File: config.mk
export PLATFORM = sky130hd
export DESIGN_NAME = binary_oct
export DESIGN_NICKNAME = d
export VERILOG_FILES = /design/src/rtl/binary_oct.sv
export SDC_FILE = /design/constraint.sdc
export NUM_CORES = 1
export LEC_CHECK = 0
export CAP_MARGIN = 5
export CELL_PAD_IN_SITES_DETAIL_PLACEMENT = 0
export CELL_PAD_IN_SITES_GLOBAL_PLACEMENT = 1
export CORE_MARGIN = 2
export CORE_UTILIZATION = 43
export CTS_CLUSTER_DIAMETER = 60
export DETAILED_ROUTE_END_ITERATION = 6
export PLACE_DENSITY = 0.9
export SYNTH_ARGS = -nofsm -noshare
export SYNTH_HDL_FRONTEND = slang
export SYNTH_SLANG_ARGS = --single-unit
File: constraint.sdc
create_clock -name clk -period 3.2 [get_ports clk]
set_input_delay 0.32 -clock clk [delete_from_list [all_inputs] [get_ports clk]]
set_output_delay 0.32 -clock clk [all_outputs]
set_load 0.05 [all_outputs]
File: src/rtl/binary_oct.sv
// binary_oct: 3-to-8 one-hot decoder with a timed sweep mode.
// A single decode loads y/code_out from the input code with one-edge latency.
// A sweep walks the one-hot bit from code 0 to code 7, holding each code for
// STEP_CYCLES clocks, then pulses done for one cycle and returns to IDLE.
module binary_oct #(
    parameter int STEP_CYCLES = 2
) (
    input  logic       clk,
    input  logic       rst,
    input  logic       in_valid,
    input  logic [2:0] code,
    output logic       in_ready,
    input  logic       sweep_start,
    output logic [7:0] y,
    output logic [2:0] code_out,
    output logic       out_valid,
    output logic       busy,
    output logic       done
);

    typedef enum logic [1:0] {
        IDLE  = 2'd0,
        SWEEP = 2'd1,
        DONE  = 2'd2
    } state_t;

    // Divider value on the last cycle a code is held during a sweep.
    localparam logic [7:0] DIV_LAST = 8'(STEP_CYCLES - 1);

    state_t     state_reg;
    state_t     state_next;
    logic [7:0] div_reg;

    logic accept_decode;
    logic accept_sweep;
    logic step_end;

    // A decode always beats a simultaneous sweep request.
    assign accept_decode = (state_reg == IDLE) && in_valid;
    assign accept_sweep  = (state_reg == IDLE) && !in_valid && sweep_start;
    assign step_end      = (state_reg == SWEEP) && (div_reg == DIV_LAST);

    // State register.
    always_ff @(posedge clk or posedge rst) begin
        if (rst) begin
            state_reg <= IDLE;
        end else begin
            state_reg <= state_next;
        end
    end

    // Next-state logic: leave SWEEP only after code 7 has been held its full time.
    always_comb begin
        state_next = state_reg;
        case (state_reg)
            IDLE:    if (accept_sweep) state_next = SWEEP;
            SWEEP:   if (step_end && (code_out == 3'd7)) state_next = DONE;
            DONE:    state_next = IDLE;
            default: state_next = IDLE;
        endcase
    end

    // State-decoded outputs.
    always_comb begin
        in_ready = (state_reg == IDLE);
        busy     = (state_reg == SWEEP) || (state_reg == DONE);
        done     = (state_reg == DONE);
    end

    // Datapath: one-hot output, its index, the decode strobe and the step divider.
    always_ff @(posedge clk or posedge rst) begin
        if (rst) begin
            y         <= 8'h00;
            code_out  <= 3'd0;
            out_valid <= 1'b0;
            div_reg   <= 8'd0;
        end else begin
            out_valid <= accept_decode;
            if (accept_decode) begin
                y        <= 8'd1 << code;
                code_out <= code;
            end else if (accept_sweep) begin
                y        <= 8'h01;
                code_out <= 3'd0;
                div_reg  <= 8'd0;
            end else if (state_reg == SWEEP) begin
                if (step_end) begin
                    div_reg <= 8'd0;
                    // Code 7 is terminal: hold it rather than wrapping to 0.
                    if (code_out != 3'd7) begin
                        y        <= y << 1;
                        code_out <= code_out + 3'd1;
                    end
                end else begin
                    div_reg <= div_reg + 8'd1;
                end
            end
        end
    end

endmodule
==> results of run 1 <==
-- cells by family after synthesis --
logic type               Yosys count  share of synthesized area [%]
multiplexers                       2                           1.79
buffers and inverters              9                           3.59
AND/OR/NAND/NOR                   48                           19.6
flip-flops                        22                           43.8
adder cells (fa/ha/maj)            9                           8.96
AO/OA/AOI/OAI                     29                           18.7
XOR/XNOR                           5                           3.49
-- per-layer routing --
metal / vias to the layer above / part of all wire (%) / GRT usage (%) / routed length [microns]
li1: 490 / - / - / -
met1: 483 / 45 / 21.7 / 1160
met2: 20 / 50 / 30.7 / 1290
met3: 6 / 3.9 / 2.23 / 100
met4: 0 / 1.5 / 5.98 / 40
met5: - / 0 / 0 / 0
-- cell type report --
class,count,area (sq um),share of cell area (%)
inverter,6,22.5,1.45
clock inverter,1,30.0,1.94
clock buffer,3,22.5,1.45
timing repair buffer,23,225,14.5
multi-input combinational,93,661,42.6
tap,31,38.8,2.50
sequential,22,551,35.5
-- Yosys cell counts --
library cell	instances	area [sq um]
o211ai_1	1	7.51
nand4_1	4	25.0
a31oi_2	1	12.5
xor2_1	5	43.8
nor2_2	1	6.26
or4bb_1	2	22.5
clkbuf_1	1	3.75
a21oi_1	2	10.0
o21ai_0	4	20.0
and2_1	2	12.5
nor2b_1	2	12.5
nand2_1	11	41.3
o31ai_4	1	21.3
ha_1	9	113
nand3_1	2	10.0
o21a_1	1	7.51
mux2_2	2	22.5
a22oi_1	6	45.0
and3_1	2	12.5
and4_1	1	8.76
nand3b_1	1	7.51
a21oi_2	9	78.8
buf_4	1	7.51
or4_1	1	7.51
buf_6	1	11.3
dfrtp_1	22	551
o31ai_1	1	7.51
or4_4	1	11.3
inv_1	6	22.5
nor3_1	1	5.00
nor2_1	17	63.8
a32oi_1	2	17.5
a21o_1	1	7.51
-- per-stage QoR --
step                hold WS [ns]  cells
detailed placement         0.504    175
floorplan                  0.309    124
CTS                        0.480    179
finish                     0.445    179
global placement           0.502    175
global route               0.537    179
-- worst max-delay path, cell delays in order (launching register included) --
cell,delay (ns)
dfrtp_1,0.43
inv_1,0.12
ha_1,0.28
clkdlybuf4s50_1,0.84
-- path summary, 6_finish.rpt --
kind	from	end
setup / recovery	state_reg[1]$_DFFE_PP0P_	in_ready
hold / removal	rst	code_out[1]$_DFFE_PP0P_
setup reg to reg	state_reg[1]$_DFFE_PP0P_	div_reg[6]$_DFFE_PP0P_
max in group asynchronous	rst	state_reg[1]$_DFFE_PP0P_
hold reg to reg	y[7]$_DFFE_PP0P_	y[7]$_DFFE_PP0P_
min in group clk	y[7]$_DFFE_PP0P_	y[7]$_DFFE_PP0P_
-- cell usage in the layout, fill, tap and decap left out, types with 2 or more instances in the layout --
cell,synthesis,final
buf_4,1,2
a21oi_1,2,2
a21oi_2,9,9
nand2_1,11,11
xor2_1,5,5
inv_1,6,6
clkdlybuf4s50_1,0,21
o21ai_0,4,4
a22oi_1,6,6
clkbuf_4,0,3
or4bb_1,2,2
nand3_1,2,2
a32oi_1,2,2
dfrtp_1,22,22
mux2_2,2,2
ha_1,9,9
nand4_1,4,4
nor2b_1,2,2
nor2_1,17,17
and3_1,2,2
and2_1,2,2
==> results.toml, run 1 <==
[global_route]
grt_pass1_wl_microns = 4580
grt_max_degree = 23
grt_overflow = 0
grtUsageTotal_pct = 17.3
first_global_vias = 1039
grt_antenna_before_repair = 0

[timing]
setup_slack_ns = 0.901
slew_violations = 0
finalSetupViolations = 0
setup_tns_ns = 0
skew_ns = 0.00891
max_slew.worst_pin.slew_ns = 0.826
rsz0062_at_grt = "false"
slew-limit-headroom_pct = 44.9
min_period_ns = 2.30
fin_crit_sh_pct = 71.8
max_freq_ghz = 0.435
hold_viol = 0

[routing]
routed_via_density = 5.58
drt_wl_total_microns = 2590
drt-pass1-iter-count = 4
ant_nets = 0
vias = 999
first_iter_violations = 18
routedWlPerCell_microns = 14.5
drc = 0

[clocking]
numCtsBuffers = 3
cts.path.max_buffers = 2
ctsRootBufferMaster = "clkbuf_4"
postCtsSetupRepairBufs = 0
cts_resized = 0
worstSkewPairLatency_ns = 0.32
hold_buffers = 0
cts_sinks = 22
cts_tree = "done"
cts_htree_levels = 1
clk_pin_slew_worst_paths_ns = 0.14

[placement]
io_buffers = 21
dp_hpwl_microns = 1920
dp_slack_ns = 1.16
gp_congestion = 0.760
place_area_sq_mm = 0.00150

[floorplanning]
io_pins = 22
die_h_microns = 58.1
rows = 19
start_util_pct = 45.6
dieArea_sq_mm = 0.00337
dieWidth_microns = 58.1
core_region_area_sq_mm = 0.00276

[final_layout]
diodes = 0
fin_nets = 165
fillers = 239
area_delta_synth_final_pct = 23.4
drive_gt1_share_pct = 14.2
fin_util_pct = 56.2
fin_area_sq_mm = 0.00155

[critical_path]
startpoint_type = "flop"
critPathKind = "flop to output pin"
cp.required_ns = 2.88
cp_data_arrival_time_ns = 1.98
cp_max_fo = 7
reg2reg_slack_ns = 1.13
rr_worst_depth = 6
end_kind = "output pin"

[logic_synthesis]
synth_area_sq_mm = 0.00126
synth-seq-cells = 22
ys_types = 33
yosys_warnings = 0
synth_fp_nets = 140
avgSynthCellArea_sq_um = 10.1
ys_seq_area_share_pct = 43.8
syn_inst = 124

[hold_path]
min-delay-path-class = "input pin to asynchronous set/reset pin"

[flow_run]
cap_violations = 0

[outcome]
status = "finished, final reports clean"
Power of run 1 is not shown: default switching activity piles up to over one toggle a cycle in this logic, so the estimate is an artifact.
==> run 2, diff against run 1 <==
--- a/config.mk
+++ b/config.mk
@@ -9,10 +9,10 @@
 export CELL_PAD_IN_SITES_DETAIL_PLACEMENT = 0
 export CELL_PAD_IN_SITES_GLOBAL_PLACEMENT = 1
 export CORE_MARGIN = 2
-export CORE_UTILIZATION = 43
+export CORE_UTILIZATION = 40
 export CTS_CLUSTER_DIAMETER = 60
 export DETAILED_ROUTE_END_ITERATION = 6
-export PLACE_DENSITY = 0.9
+export PLACE_DENSITY = 0.85
 export SYNTH_ARGS = -nofsm -noshare
 export SYNTH_HDL_FRONTEND = slang
 export SYNTH_SLANG_ARGS = --single-unit
==> constraint.sdc (replaced) <==
create_clock -name clk -period 2.4 [get_ports clk]
set_input_delay 0.24 -clock clk [delete_from_list [all_inputs] [get_ports clk]]
set_output_delay 0.24 -clock clk [all_outputs]
set_load 0.05 [all_outputs]
==> run 2 against run 1 <==
Compared with the run above:
- design area rose by 1.5%
- global-route usage fell by 2.2 points
- sequential share of layout area fell by 0.54 points
- first-iteration DRC count rose to 2.6 times the previous value
- utilization fell by 4.2 points
- largest cell class unchanged
- highest routed layer unchanged
==> results.toml, run 2 (same netlist as run 1, synthesis figures left out) <==
[routing]
routedWlPerCell_microns = 12.7
ant_nets = 0
vias = 1002
drt-pass1-iter-count = 4
first_iter_violations = 47
routed_via_density = 5.19
drc = 0
drt_wl_total_microns = 2450

[final_layout]
fin_nets = 166
diodes = 0
area_delta_synth_final_pct = 25.3
seq_area_sq_um = 551
fillers = 300
final_common_cell = "dfrtp_1"
multi_input_area_sq_um = 661
drive_gt1_share_pct = 14.8
final_cell_mix = "22 x dfrtp_1, 21 x clkdlybuf4s50_1, 17 x nor2_1"

[global_route]
first_global_vias = 961
top_usage_layer = "met2"
grt_overflow = 0
grt_antenna_before_repair = 0
grt_use_met3_pct = 2.60
grt_max_degree = 23
grt.met2_usage_pct = 27.3
grtUsageTotal_pct = 15.1
grt_pass1_wl_microns = 4070
grt_util_met1_pct = 18.0

[clocking]
cts_resized = 0
worstSkewPairLatency_ns = 0.31
ctsRootBufferMaster = "clkbuf_4"
cts_sinks = 22
cts_tree = "done"
numCtsBuffers = 3
cts.path.max_buffers = 2
hold_buffers = 0
clk_pin_slew_worst_paths_ns = 0.13
cts_htree_levels = 1
postCtsSetupRepairBufs = 0

[hold_path]
min-delay-path-class = "input pin to asynchronous set/reset pin"

[timing]
hold_viol = 0
holdWs_ns = 0.389
finalSetupViolations = 0
slew_violations = 0
min_period_ns = 2.23
max_freq_ghz = 0.449
setup_tns_ns = 0
fin_crit_sh_pct = 92.9
skew_ns = 0.00257
slew-limit-headroom_pct = 43.3
max_slew.worst_pin.slew_ns = 0.850
rsz0062_at_grt = "false"

[floorplanning]
die_h_microns = 60.0
dieArea_sq_mm = 0.00360
dieWidth_microns = 60.0
io_pins = 22
core_region_area_sq_mm = 0.00303
rows = 20
start_util_pct = 41.5

[flow_run]
cap_violations = 0

[critical_path]
end_kind = "output pin"
path_buf_inv = 2
cp_data_arrival_time_ns = 1.99
crit_path_top_delay_cell = "clkdlybuf4s50_1"
cp_top_family = "buffers and inverters"
critPathKind = "flop to output pin"
reg2reg_slack_ns = 0.36
cp.required_ns = 2.16
rr_worst_depth = 6
r2r_end = "div_reg[6]$_DFFE_PP0P_"
worstReg2RegStart = "state_reg[1]$_DFFE_PP0P_"
startpoint_type = "flop"
slowest_delay_ns = 0.84
cp_max_fo = 7
crit_chain = "inv_1, ha_1, clkdlybuf4s50_1"

[placement]
io_buffers = 21
dp_hpwl_microns = 1890
gp_congestion = 0.808

[outcome]
status = "finished, final reports clean"
run 2: how the worst max path moves through the flow:
stage / startpoint / end / slack (ns) / cells after the start
detailed placement: state_reg[1]$_DFFE_PP0P_ / div_reg[4]$_DFFE_PP0P_ / 0.37 / 6
CTS: state_reg[1]$_DFFE_PP0P_ / in_ready / 0.17 / 3
finish: state_reg[1]$_DFFE_PP0P_ / in_ready / 0.17 / 3
global route: state_reg[1]$_DFFE_PP0P_ / in_ready / 0.07 / 3
global placement: state_reg[1]$_DFFE_PP0P_ / y[1]$_DFFE_PP0P_ / 0.43 / 7
floorplan: code_out[0]$_DFFE_PP0P_ / state_reg[0]$_DFFE_PP0P_ / 0.24 / 6
run 2: worst reg2reg max path: cells and delay by family, from the launching register on:
family / cells / cell delay (ns)
AO/OA/AOI/OAI: 1 / 0.22
adder cells (fa/ha/maj): 1 / 0.19
buffers and inverters: 1 / 0.12
flip-flops: 1 / 0.42
AND/OR/NAND/NOR: 3 / 0.98
run 2: final cells by class:
| cell class | instances | share of cell area [%] |
|---|---|---|
| clock buffers | 3 | 1.43 |
| clock inverters | 1 | 1.91 |
| inverters | 6 | 1.43 |
| multi-input cells | 93 | 42.0 |
| flip-flops and latches | 22 | 35.0 |
| well taps | 44 | 3.50 |
| repair buffers | 24 | 14.8 |
run 2: routing by layer:
layer / vias to the layer above / share of wire [%]
met1: 484 / 42
met5: - / 0
li1: 492 / -
met2: 22 / 54
met4: 0 / 0.98
met3: 4 / 3.6
run 2: stage by stage:
step           std cells  area [sq um]  utilization [%]  setup slack [ns]
3_3_place_gp         189          1520             50.2             0.433
3_5_place_dp         189          1520             50.2             0.370
6_report             193          1570             52.0             0.171
5_1_grt              193          1570             52.0            0.0719
4_1_cts              193          1570             52.0             0.167
2_1_floorplan        124          1260                -             0.243
Power of run 2 is left out for the same reason.
==> run 3, diff against run 2 <==
--- a/config.mk
+++ b/config.mk
@@ -5,14 +5,16 @@
 export SDC_FILE = /design/constraint.sdc
 export NUM_CORES = 1
 export LEC_CHECK = 0
+export ABC_AREA = 1
 export CAP_MARGIN = 5
 export CELL_PAD_IN_SITES_DETAIL_PLACEMENT = 0
 export CELL_PAD_IN_SITES_GLOBAL_PLACEMENT = 1
 export CORE_MARGIN = 2
-export CORE_UTILIZATION = 40
+export CORE_UTILIZATION = 37
 export CTS_CLUSTER_DIAMETER = 60
 export DETAILED_ROUTE_END_ITERATION = 6
-export PLACE_DENSITY = 0.85
+export PLACE_DENSITY = 0.84
+export REMOVE_ABC_BUFFERS = 1
 export SYNTH_ARGS = -nofsm -noshare
 export SYNTH_HDL_FRONTEND = slang
 export SYNTH_SLANG_ARGS = --single-unit
==> run 3 against run 2 <==
Compared with the run above:
- global-route usage increased by 1.6 points
- register-to-register slack better by 0.24 ns
- cell count increased by 33%
- sequential share of layout area fell by 1.2 points
- count of clock-buffer cells in the layout increased by 1
- non-clock buffer count fell by 2
- maximum frequency is 0.84% higher
- sequential cell count stayed put
- die area grew 14%
- largest cell class unchanged
- highest routed layer unchanged
==> results.toml, run 3 <==
[critical_path]
end_kind = "output pin"
cp_top_family = "buffers and inverters"
cp.required_ns = 2.16
cp_max_fo = 5
path_buf_inv = 2
critPathKind = "flop to output pin"
slowest_delay_ns = 0.83
crit_path_top_delay_cell = "clkdlybuf4s50_1"
startpoint_type = "flop"
cp_data_arrival_time_ns = 1.97
crit_chain = "inv_1, ha_1, clkdlybuf4s50_1"

[global_route]
grt_antenna_before_repair = 0
grt_max_degree = 23
grt_pass1_wl_microns = 5440
grtUsageTotal_pct = 16.7
first_global_vias = 1173
grt_overflow = 0

[routing]
top_layer = "met4"
ant_nets = 0
drc = 0
routedWlPerCell_microns = 12.3
drt_wl_total_microns = 3160
vias = 1264
wl_met2_microns = 1590
drt-pass1-iter-count = 4
routed-wl-met3_microns = 109
met1_length_microns = 1440
first_iter_violations = 48
routed_via_density = 4.94

[timing]
setup_tns_ns = 0
slew_violations = 0
fin_crit_sh_pct = 92.1
skew_ns = 0.00327
min_period_ns = 2.21
slew-limit-headroom_pct = 66.8
finalSetupViolations = 0
max_freq_ghz = 0.452
rsz0062_at_grt = "false"
hold_viol = 0
max_slew.worst_pin.slew_ns = 0.496

[power]
p_per_area_mw_per_mm2 = 1360
p_leak_nw = 0.866
ir_drop_uv = 791

[floorplanning]
dieWidth_microns = 64.2
start_util_pct = 39.2
io_pins = 22
dieArea_sq_mm = 0.00412
die_h_microns = 64.2
core_region_area_sq_mm = 0.00342
rows = 21

[final_layout]
fin_area_sq_mm = 0.00163
final_cell_mix = "80 x nand2_1, 22 x dfrtp_1, 21 x clkdlybuf4s50_1"
diodes = 0
area_delta_synth_final_pct = 21.7
drive_gt1_share_pct = 6.19
final_common_cell = "nand2_1"
seq_area_sq_um = 551
multi_input_area_sq_um = 697
fillers = 360
fin_nets = 227

[placement]
gp_congestion = 0.783
place_area_sq_mm = 0.00159
dp_hpwl_microns = 2340
io_buffers = 21

[flow_run]
cap_violations = 0

[clocking]
numCtsBuffers = 3
ctsRootBufferMaster = "clkbuf_4"
cts_sinks = 22
worstSkewPairLatency_ns = 0.31
postCtsSetupRepairBufs = 0
cts_tree = "done"
cts_htree_levels = 1
clk_pin_slew_worst_paths_ns = 0.13
cts_resized = 0
cts.path.max_buffers = 2
hold_buffers = 0

[hold_path]
min-delay-path-class = "input pin to asynchronous set/reset pin"

[logic_synthesis]
synthTopCellsByArea = "dfrtp_1 41%, nand2_1 22%, ha_1 8.4%"
synth.most_common_cell = "nand2_1"
synth_area_sq_mm = 0.00134
ys_seq_area_share_pct = 41.1
synth_area_leader_cell = "dfrtp_1"
avgSynthCellArea_sq_um = 7.17
synth_common_cells = "80 x nand2_1, 22 x dfrtp_1, 20 x nand3_1, 16 x inv_1, 12 x nor2_1"
async_flop_share_pct = 100
synthDominantCellAreaShare_pct = 41.1
ys_types = 18
synth_edf_count = 0
yosys_warnings = 0
synth_flop_cell = "dfrtp_1"
syn_inst = 187
synth-seq-cells = 22

[outcome]
status = "finished, final reports clean"
-- run 3: cell families after synthesis --
logic type,after synthesis,synth area share (%)
compound gates,11,4.20
fa+ha+maj,9,8.40
buf+inv,22,6.91
flops,22,41.1
simple gates,123,39.4
-- run 3: where the power goes --
part           total, W  internal [W]  switching [W]
combinational   0.00136      0.000423       0.000933
clock          0.000212     0.0000927       0.000120
sequential     0.000644      0.000509       0.000135
total           0.00221       0.00103        0.00119
-- run 3: through the flow --
step | hold slack [ns] | cells | setup slack (ns) | util [%] | total power, W
final | 0.257 | 256 | 0.190 | 47.7 | 0.00221
after global routing | 0.264 | 256 | 0.0658 | 47.7 | 0.00238
after CTS | 0.258 | 256 | 0.164 | 47.7 | 0.00223
after detailed placement | 0.509 | 252 | 0.531 | 46.7 | 0.00201
after global placement | 0.478 | 252 | 0.584 | 46.7 | 0.00197
after floorplan | 0.229 | 184 | 0.537 | - | 0.00160
-- run 3: layout make-up --
cell class	count	area share (%)
multi-input cells	143	42.7
repair buffers	22	13.4
well taps	46	3.53
clock buffers	4	2.23
flip-flops and latches	22	33.8
inverters	19	4.37
-- run 3: worst register-to-register path, cell delays in order (launching register included) --
cell     delay [ns]
dfrtp_1        0.42
inv_1          0.10
ha_1           0.27
nand2_2        0.21
nand2_1        0.11
inv_2          0.29
nand2_4        0.15
nand2_1        0.10
nand2_1        0.05
-- run 3: metal layers --
metal / up-vias / track usage (%)
met5: - / 0
met3: 2 / 4.05
li1: 635 / -
met2: 21 / 29.6
met4: 0 / 3.19
met1: 606 / 20.6
-- run 3: worst paths after layout --
| check | endpoint | from | slack, ns | cells past startpoint |
|---|---|---|---|---|
| worst max register to register | code_out[0]$_DFFE_PP0P_ | state_reg[0]$_DFFE_PP0P_ | 0.60 | 8 |
| worst min-delay path | y[7]$_DFFE_PP0P_ | rst | 0.26 | 3 |
| max in group asynchronous | state_reg[0]$_DFFE_PP0P_ | rst | 1.91 | 3 |
| min in group clk | y[7]$_DFFE_PP0P_ | y[7]$_DFFE_PP0P_ | 0.53 | 2 |
| worst min register to register | y[7]$_DFFE_PP0P_ | y[7]$_DFFE_PP0P_ | 0.53 | 2 |
| worst max-delay path | in_ready | state_reg[0]$_DFFE_PP0P_ | 0.19 | 3 |
(Power assumes the default switching activity.)
